### config.mk
export PLATFORM = sky130hd
export DESIGN_NAME = des_hit_collector_flat
export DESIGN_NICKNAME = d
export VERILOG_FILES = /design/src/rtl/des_hit_collector_pkg.sv /design/src/rtl/des_hit_collector_if.sv /design/src/rtl/des_hit_collector_fifo.sv /design/src/rtl/des_hit_collector.sv /design/src/flat_wrapper.sv
export SDC_FILE = /design/constraint.sdc
export NUM_CORES = 2
export LEC_CHECK = 0
export BUFFER_PORTS_ARGS = -buffer_cell sky130_fd_sc_hd__buf_2
export CORE_ASPECT_RATIO = 0.7
export CORE_MARGIN = 1.5
export CORE_UTILIZATION = 50
export DETAILED_ROUTE_END_ITERATION = 6
export PLACE_DENSITY = 0.69
export RECOVER_POWER = 100
export SLEW_MARGIN = 30
export SYNTH_ARGS = -nofsm -noshare
export SYNTH_HDL_FRONTEND = slang
export SYNTH_SLANG_ARGS = --single-unit
### constraint.sdc
create_clock -name clk -period 4.5 [get_ports clk]
set_input_delay 0.225 -clock clk [delete_from_list [all_inputs] [get_ports clk]]
set_output_delay 0.225 -clock clk [all_outputs]
set_load 0.005 [all_outputs]
### src/rtl/des_hit_collector_pkg.sv
// Shared types and constants for the DES key/message search datapath.
package des_search_pkg;

    localparam int MSG_W       = 64;
    localparam int DEF_LATENCY = 16;
    localparam int DEF_DEPTH   = 32;

    typedef enum logic [1:0] {
        IDLE  = 2'd0,
        RUN   = 2'd1,
        DRAIN = 2'd2,
        DONE  = 2'd3
    } coll_state_t;

    // Leaves room for every in-flight message plus one issued before the counter reacts.
    function automatic int pause_threshold(input int depth, input int latency);
        return depth - latency - 2;
    endfunction

endpackage

### src/rtl/des_hit_collector_if.sv
// Message/cipher streams from the counter and DES core, and the hit pop port to the host.
interface des_hit_collector_if;
    import des_search_pkg::*;

    logic [MSG_W-1:0] msg_in;
    logic             msg_valid;
    logic             gen_done;
    logic             pause;
    logic [MSG_W-1:0] cipher_in;
    logic             cipher_valid;
    logic [MSG_W-1:0] hit_msg;
    logic             hit_valid;
    logic             hit_ready;

    modport master (
        output msg_in, msg_valid, gen_done, cipher_in, cipher_valid, hit_ready,
        input  pause, hit_msg, hit_valid
    );

    modport slave (
        input  msg_in, msg_valid, gen_done, cipher_in, cipher_valid, hit_ready,
        output pause, hit_msg, hit_valid
    );

endinterface

### src/rtl/des_hit_collector_fifo.sv
// First-word-fall-through hit buffer; a push into a full FIFO is accepted only alongside a pop.
module hit_fifo #(
    parameter int DEPTH = 32,
    parameter int WIDTH = 64,
    localparam int AW   = $clog2(DEPTH)
) (
    input  logic             clk,
    input  logic             rst_n,
    input  logic             clr,
    input  logic             push,
    input  logic [WIDTH-1:0] wdata,
    input  logic             pop,
    output logic [WIDTH-1:0] rdata,
    output logic [AW:0]      count,
    output logic             full,
    output logic             empty
);
    logic [WIDTH-1:0] mem [DEPTH];
    logic [AW-1:0]    wr_ptr;
    logic [AW-1:0]    rd_ptr;
    logic             do_push;
    logic             do_pop;

    assign empty   = (count == '0);
    assign full    = (count == (AW+1)'(DEPTH));
    assign do_pop  = pop & ~empty;
    assign do_push = push & (~full | do_pop);
    assign rdata   = empty ? '0 : mem[rd_ptr];

    always_ff @(posedge clk) begin
        if (!rst_n || clr) begin
            wr_ptr <= '0;
            rd_ptr <= '0;
            count  <= '0;
        end else begin
            if (do_push) wr_ptr <= wr_ptr + 1'b1;
            if (do_pop)  rd_ptr <= rd_ptr + 1'b1;
            case ({do_push, do_pop})
                2'b10:   count <= count + 1'b1;
                2'b01:   count <= count - 1'b1;
                default: count <= count;
            endcase
        end
    end

    // When full, push+pop writes the slot being read this cycle; it becomes the new tail.
    always_ff @(posedge clk) begin
        if (do_push) mem[wr_ptr] <= wdata;
    end

endmodule

### src/rtl/des_hit_collector.sv
// Aligns counter messages with DES ciphertext, buffers masked-target matches, paces the counter.
//  state | meaning
//  IDLE  | waiting for start, no compares
//  RUN   | counter streaming, compare/push active
//  DRAIN | counter finished, flushing delay line
//  DONE  | region searched and drained, hits still readable
module des_hit_collector
    import des_search_pkg::*;
#(
    parameter int LATENCY = DEF_LATENCY,
    parameter int DEPTH   = DEF_DEPTH,
    parameter int CNT_W   = 16
) (
    input  logic               clk,
    input  logic               rst_n,
    input  logic               start,
    input  logic [MSG_W-1:0]   target,
    input  logic [MSG_W-1:0]   mask,
    des_hit_collector_if.slave bus,
    output logic [CNT_W-1:0]   hit_count,
    output logic               overflow,
    output logic               align_err,
    output logic               region_done
);
    localparam int AW = $clog2(DEPTH);
    localparam logic [AW:0] PAUSE_TH = (AW+1)'(pause_threshold(DEPTH, LATENCY));

    coll_state_t      state;
    coll_state_t      state_nxt;
    logic [MSG_W-1:0] target_q;
    logic [MSG_W-1:0] mask_q;
    logic [MSG_W-1:0] dl_msg [LATENCY];
    logic [LATENCY-1:0] dl_vld;

    logic             active;
    logic             al_vld;
    logic [MSG_W-1:0] al_msg;
    logic             cmp_ok;
    logic             hit;
    logic             misalign;
    logic             drop;

    logic [MSG_W-1:0] fifo_rdata;
    logic [AW:0]      fifo_count;
    logic             fifo_full;
    logic             fifo_empty;

    assign active   = (state == RUN) || (state == DRAIN);
    assign al_vld   = dl_vld[LATENCY-1];
    assign al_msg   = dl_msg[LATENCY-1];
    assign cmp_ok   = ((bus.cipher_in ^ target_q) & mask_q) == '0;
    assign hit      = active & al_vld & bus.cipher_valid & cmp_ok;
    assign misalign = active & (al_vld != bus.cipher_valid);
    assign drop     = hit & fifo_full & ~bus.hit_ready;

    assign bus.pause     = (fifo_count >= PAUSE_TH);
    assign bus.hit_msg   = fifo_rdata;
    assign bus.hit_valid = ~fifo_empty;

    always_ff @(posedge clk) begin
        if (!rst_n) begin
            state <= IDLE;
        end else begin
            state <= state_nxt;
        end
    end

    always_comb begin
        state_nxt   = state;
        region_done = 1'b0;
        case (state)
            IDLE:  if (start) state_nxt = RUN;
            RUN: begin
                if (start)             state_nxt = RUN;
                else if (bus.gen_done) state_nxt = DRAIN;
            end
            DRAIN: begin
                if (start)              state_nxt = RUN;
                else if (dl_vld == '0)  state_nxt = DONE;
            end
            DONE: begin
                region_done = 1'b1;
                if (start) state_nxt = RUN;
            end
            default: state_nxt = IDLE;
        endcase
    end

    // Delay line is never stalled; start discards anything in flight from the old region.
    always_ff @(posedge clk) begin
        if (!rst_n || start) begin
            dl_vld <= '0;
        end else begin
            dl_vld[0] <= bus.msg_valid;
            for (int i = 1; i < LATENCY; i++) dl_vld[i] <= dl_vld[i-1];
        end
    end

    always_ff @(posedge clk) begin
        dl_msg[0] <= bus.msg_in;
        for (int i = 1; i < LATENCY; i++) dl_msg[i] <= dl_msg[i-1];
    end

    always_ff @(posedge clk) begin
        if (!rst_n) begin
            target_q  <= '0;
            mask_q    <= '0;
            hit_count <= '0;
            overflow  <= 1'b0;
            align_err <= 1'b0;
        end else if (start) begin
            target_q  <= target;
            mask_q    <= mask;
            hit_count <= '0;
            overflow  <= 1'b0;
            align_err <= 1'b0;
        end else begin
            if (hit && !(&hit_count)) hit_count <= hit_count + 1'b1;
            if (drop)                 overflow  <= 1'b1;
            if (misalign)             align_err <= 1'b1;
        end
    end

    hit_fifo #(
        .DEPTH (DEPTH),
        .WIDTH (MSG_W)
    ) u_fifo (
        .clk   (clk),
        .rst_n (rst_n),
        .clr   (start),
        .push  (hit),
        .wdata (al_msg),
        .pop   (bus.hit_ready),
        .rdata (fifo_rdata),
        .count (fifo_count),
        .full  (fifo_full),
        .empty (fifo_empty)
    );

endmodule

### src/flat_wrapper.sv
// flat-port wrapper written by rule: the top's interface ports become plain ports
module des_hit_collector_flat import des_search_pkg::*;
#(
    parameter int LATENCY = DEF_LATENCY,
    parameter int DEPTH   = DEF_DEPTH,
    parameter int CNT_W   = 16
)
  (clk, rst_n, start, target, mask, hit_count, overflow, align_err, region_done, bus_msg_in, bus_msg_valid, bus_gen_done, bus_cipher_in, bus_cipher_valid, bus_hit_ready, bus_pause, bus_hit_msg, bus_hit_valid);
  des_hit_collector_if bus_i ();
  input  logic clk;
  input  logic rst_n;
  input  logic start;
  input  logic [MSG_W-1:0] target;
  input  logic [MSG_W-1:0] mask;
  output logic [CNT_W-1:0] hit_count;
  output logic overflow;
  output logic align_err;
  output logic region_done;
  input wire logic [$bits(bus_i.msg_in)-1:0] bus_msg_in;
  input wire logic [$bits(bus_i.msg_valid)-1:0] bus_msg_valid;
  input wire logic [$bits(bus_i.gen_done)-1:0] bus_gen_done;
  input wire logic [$bits(bus_i.cipher_in)-1:0] bus_cipher_in;
  input wire logic [$bits(bus_i.cipher_valid)-1:0] bus_cipher_valid;
  input wire logic [$bits(bus_i.hit_ready)-1:0] bus_hit_ready;
  output wire logic [$bits(bus_i.pause)-1:0] bus_pause;
  output wire logic [$bits(bus_i.hit_msg)-1:0] bus_hit_msg;
  output wire logic [$bits(bus_i.hit_valid)-1:0] bus_hit_valid;
  assign bus_i.msg_in = bus_msg_in;
  assign bus_i.msg_valid = bus_msg_valid;
  assign bus_i.gen_done = bus_gen_done;
  assign bus_i.cipher_in = bus_cipher_in;
  assign bus_i.cipher_valid = bus_cipher_valid;
  assign bus_i.hit_ready = bus_hit_ready;
  assign bus_pause = bus_i.pause;
  assign bus_hit_msg = bus_i.hit_msg;
  assign bus_hit_valid = bus_i.hit_valid;
  des_hit_collector #(.LATENCY(LATENCY), .DEPTH(DEPTH), .CNT_W(CNT_W)) u_core (.clk(clk), .rst_n(rst_n), .start(start), .target(target), .mask(mask), .bus(bus_i), .hit_count(hit_count), .overflow(overflow), .align_err(align_err), .region_done(region_done));
endmodule
==> metrics.md <==
| Metric | Value |
|---|---|
| Static leakage power | `between 40 and 50 nW` |
| Initial core utilization | `50.5%` |
| Core area | `between 200,000 and 250,000 sq um` |
| Skew-Pair Late Insertion Delay | `between 800 and 900 ps` |
| Crit path max fanout | `45` |
| Initial antenna violation count | `4` |
| Post-DP Area | `about 110,000 sq um` |
| PortBufs | `347` |
| CTS Root Cell | `clkbuf_16` |
| Congestion Overflow GR | `0` |
| Worst Min Path Start | `bus_msg_in[11]` |
| Routed wire length | `~230,000 um` |
| Largest cells by area after synthesis | `edfxtp_1 (58%), dfxtp_1 (23%), mux4_2 (14%)` |
| Fmax | `0.234 GHz` |
| Remaining DRCs | `0` |
| Pin count of the biggest net entering global routing | `between 100 and 150` |
| Setup violators final | `0` |
| Most frequent cells in the layout | `edfxtp_1 (2,048), dfxtp_1 (1,204), mux4_2 (640)` |
| Setup ws final | `~230 ps` |
| DP Cell Count | `approximately 8,000` |
| RSZ-0062 raised after global routing | `false` |
| FFs w/ async S/R, synth | `0%` |
| Commonest register cell after synthesis | `edfxtp_1` |
| Min cycle time layout | `around 4300 ps` |
| Syn Std Cell Area | `around 110,000 sq um` |
| Via count | `around 50,000` |
| CTS Buffer Depth | `4` |
| Worst setup path category | `reg2out` |
| CP startpoint kind | `flip-flop` |
| R2R Setup Slk | `about 240 ps` |
| Core Util, Final | `~59%` |
| Cell accounting for the most synthesized area | `edfxtp_1` |
| Cell Chain, Critical Path | `buf_6, mux4_2, mux4_2, mux2i_1, nor2_1, clkbuf_1` |
| Min-Delay Endpoint | `u_core.dl_msg[0][11]` |
| GRT Overall Usage | `between 20% and 30%` |
| Vias in the first global route | `50,000` |
| VDD IR max | `around 440 uV` |
| CTS tree | `done` |
| Fin crit share | `94.9%` |
| DR iter-0 viols | `5,540` |
| Slowest cell on the critical path | `dfxtp_4` |
| Die width | `about 560 um` |
| Maxcap violations | `5` |
| Min Hold Slack | `around 45 ps` |
| Number of synthesized flops with an enable pin | `2,048` |
| Clock Sinks | `between 3,000 and 4,000` |
| Commonest non-fill, non-tap cell in the layout | `edfxtp_1` |
| Worst clock skew | `approximately 53 ps` |
| Worst path max stage delay | `870 ps` |
| TritonCTS buffer count | `approximately 300` |
| R2r worst-path depth | `11` |
| Synth Area per Inst | `between 20 and 25 sq um` |
| Syn Nets | `5,183` |
| Area growth syn-to-layout | `17.0%` |
| Setup_tns | `0 ps` |
| Clock transition at path regs | `roughly 60 ps` |
| Number of synthesis warnings | `0` |
| First-pass GRT wire length | `335,000 um` |
| Nets | `approximately 6,000` |
| Hold Path Stages | `2` |
| Design area | `125,000 sq um` |
| CP Data Arrival Time | `around 4100 ps` |
| Synth unique cells | `52` |
| Resized Gates After CTS | `0` |
| Postcts setup bufs | `0` |
| Crit-path leading delay family | `multiplexers` |
| Failing checks | `max-capacitance violations, max-slew violations` |
| Worst endpoint required time | `around 4300 ps` |
| Flops & latches, synth | `about 3,300` |
| Mean routed wirelength per cell | `~26 um` |
| RePlAce Congestion | `between 0.8 and 0.9` |
| Share of cells above drive strength 1 | `25.9%` |
| Die height | `390 um` |
| RR Startpoint | `u_core.state[0]` |
| Hold crit path type | `in2reg` |
| Cell mode on critical path | `mux4_2` |
| Place WS | `roughly 500 ps` |
| Post-synth top area share | `between 50% and 60%` |
| Pins Over Slew Limit | `280` |
| Num rows | `around 140` |
| Detail Route Antenna Nets | `0` |
| Critical path endpoint category | `primary output` |
| Hold-fix buffers, CTS | `around 250` |
| Power per cell area | `~470 nW/um^2` |
| Sequential share of the synthesized area | `between 80 and 90%` |
| Status | `complete, but fails checks` |
| Vias/cell | `roughly 5.7` |
| WP buf/inv | `2` |
| Relative slew slack | `-46.4%` |
| Filler-free cell count of the finished design | `between 8,000 and 9,000` |
| Die area | `~220,000 sq um` |
| Cells after synthesis | `slightly below 5,000` |
| Design Power | `between 50 and 60 mW` |
| Drt pass-1 iters | `5` |
| Io pins | `around 350` |
| RR Endpoint | `u_core.u_fifo.mem[9][38]` |
| Final hold vios | `0` |
| Tightest Pin Transition | `approximately 2200 ps` |
| H-tree depth | `5` |
| DP HPWL | `between 100,000 and 150,000 um` |
-- power breakdown --
group	total (mW)	switching [mW]	internal, mW
Clock	25.3	10.7	14.7
Combinational	0.678	0.296	0.381
Sequential	32.6	0.402	32.2
Total	58.7	11.4	47.3
-- state kept, by name (all words and copies together), names as in the netlist, named ones only --
name                  cells
u_core.align_err          1
u_core.dl_msg          1024
u_core.dl_vld            16
u_core.hit_count         16
u_core.mask_q            64
u_core.overflow           1
u_core.state              2
u_core.target_q          64
u_core.u_fifo.count       6
u_core.u_fifo.mem      2048
u_core.u_fifo.rd_ptr      5
u_core.u_fifo.wr_ptr      5
-- cells by family after synthesis --
| kind of cell | Yosys count | synth area share (%) |
|---|---|---|
| compound gates | 112 | 0.722 |
| xor+xnor | 71 | 0.583 |
| fa+ha+maj | 14 | 0.171 |
| buf+inv | 217 | 0.844 |
| flops | 3257 | 80.3 |
| mux | 842 | 15.4 |
| simple gates | 393 | 1.98 |
-- cell type report --
type | instances | area [sq um]
fill | 15000 | 86700
sequential | 3257 | 85700
multi-input combinational | 1432 | 20200
clock buffer | 415 | 8490
timing repair buffer | 737 | 5490
tap | 2788 | 3490
clock inverter | 128 | 1360
inverter | 14 | 52.6
antenna | 3 | 7.51
-- routing by layer --
metal	share of wire (%)	track usage (%)	wire, um
met5	0	0	0
met4	2.3	5.54	5360
met3	8.1	4.20	18800
met2	47	32.9	109000
met1	42	31.0	97800
-- cells in the mapped netlist (2+ instances only) --
cell / count
or3_1: 12
ha_1: 13
edfxtp_1: 2048
o31ai_1: 3
and2_1: 20
or3b_2: 2
a21oi_1: 23
mux2i_1: 198
o311ai_0: 3
nand4_1: 21
nand3b_1: 4
buf_2: 57
nand2b_1: 10
buf_6: 2
clkbuf_1: 111
o41ai_1: 3
and3_1: 5
xnor2_1: 3
mux2_2: 3
nor2b_1: 130
a21o_1: 3
nor4_4: 2
nor2_1: 112
xor2_1: 68
or4_1: 2
nor4_1: 5
inv_1: 14
nand3_1: 18
mux4_2: 640
buf_1: 33
o211ai_1: 2
nor3_1: 8
a22oi_1: 48
dfxtp_1: 1209
o21ai_0: 16
nand2_1: 36
o31a_1: 3
a22oi_2: 2
-- how the worst max path moves through the flow --
stage | startpoint | end | slack [ps] | cells after the start
after floorplan | u_core.state[0] | u_core.u_fifo.mem[15][0] | -530 | 10
after global placement | bus_cipher_in[53] | u_core.u_fifo.count[5] | 570 | 16
after detailed placement | bus_cipher_in[53] | u_core.u_fifo.count[5] | 510 | 16
after CTS | flip-flop | bus_hit_msg[18] | 180 | 6
after global routing | start | u_core.target_q[18] | 70 | 6
final | flip-flop | bus_hit_msg[11] | 230 | 6
No activity file was read; power rests on OpenSTA's default activity.
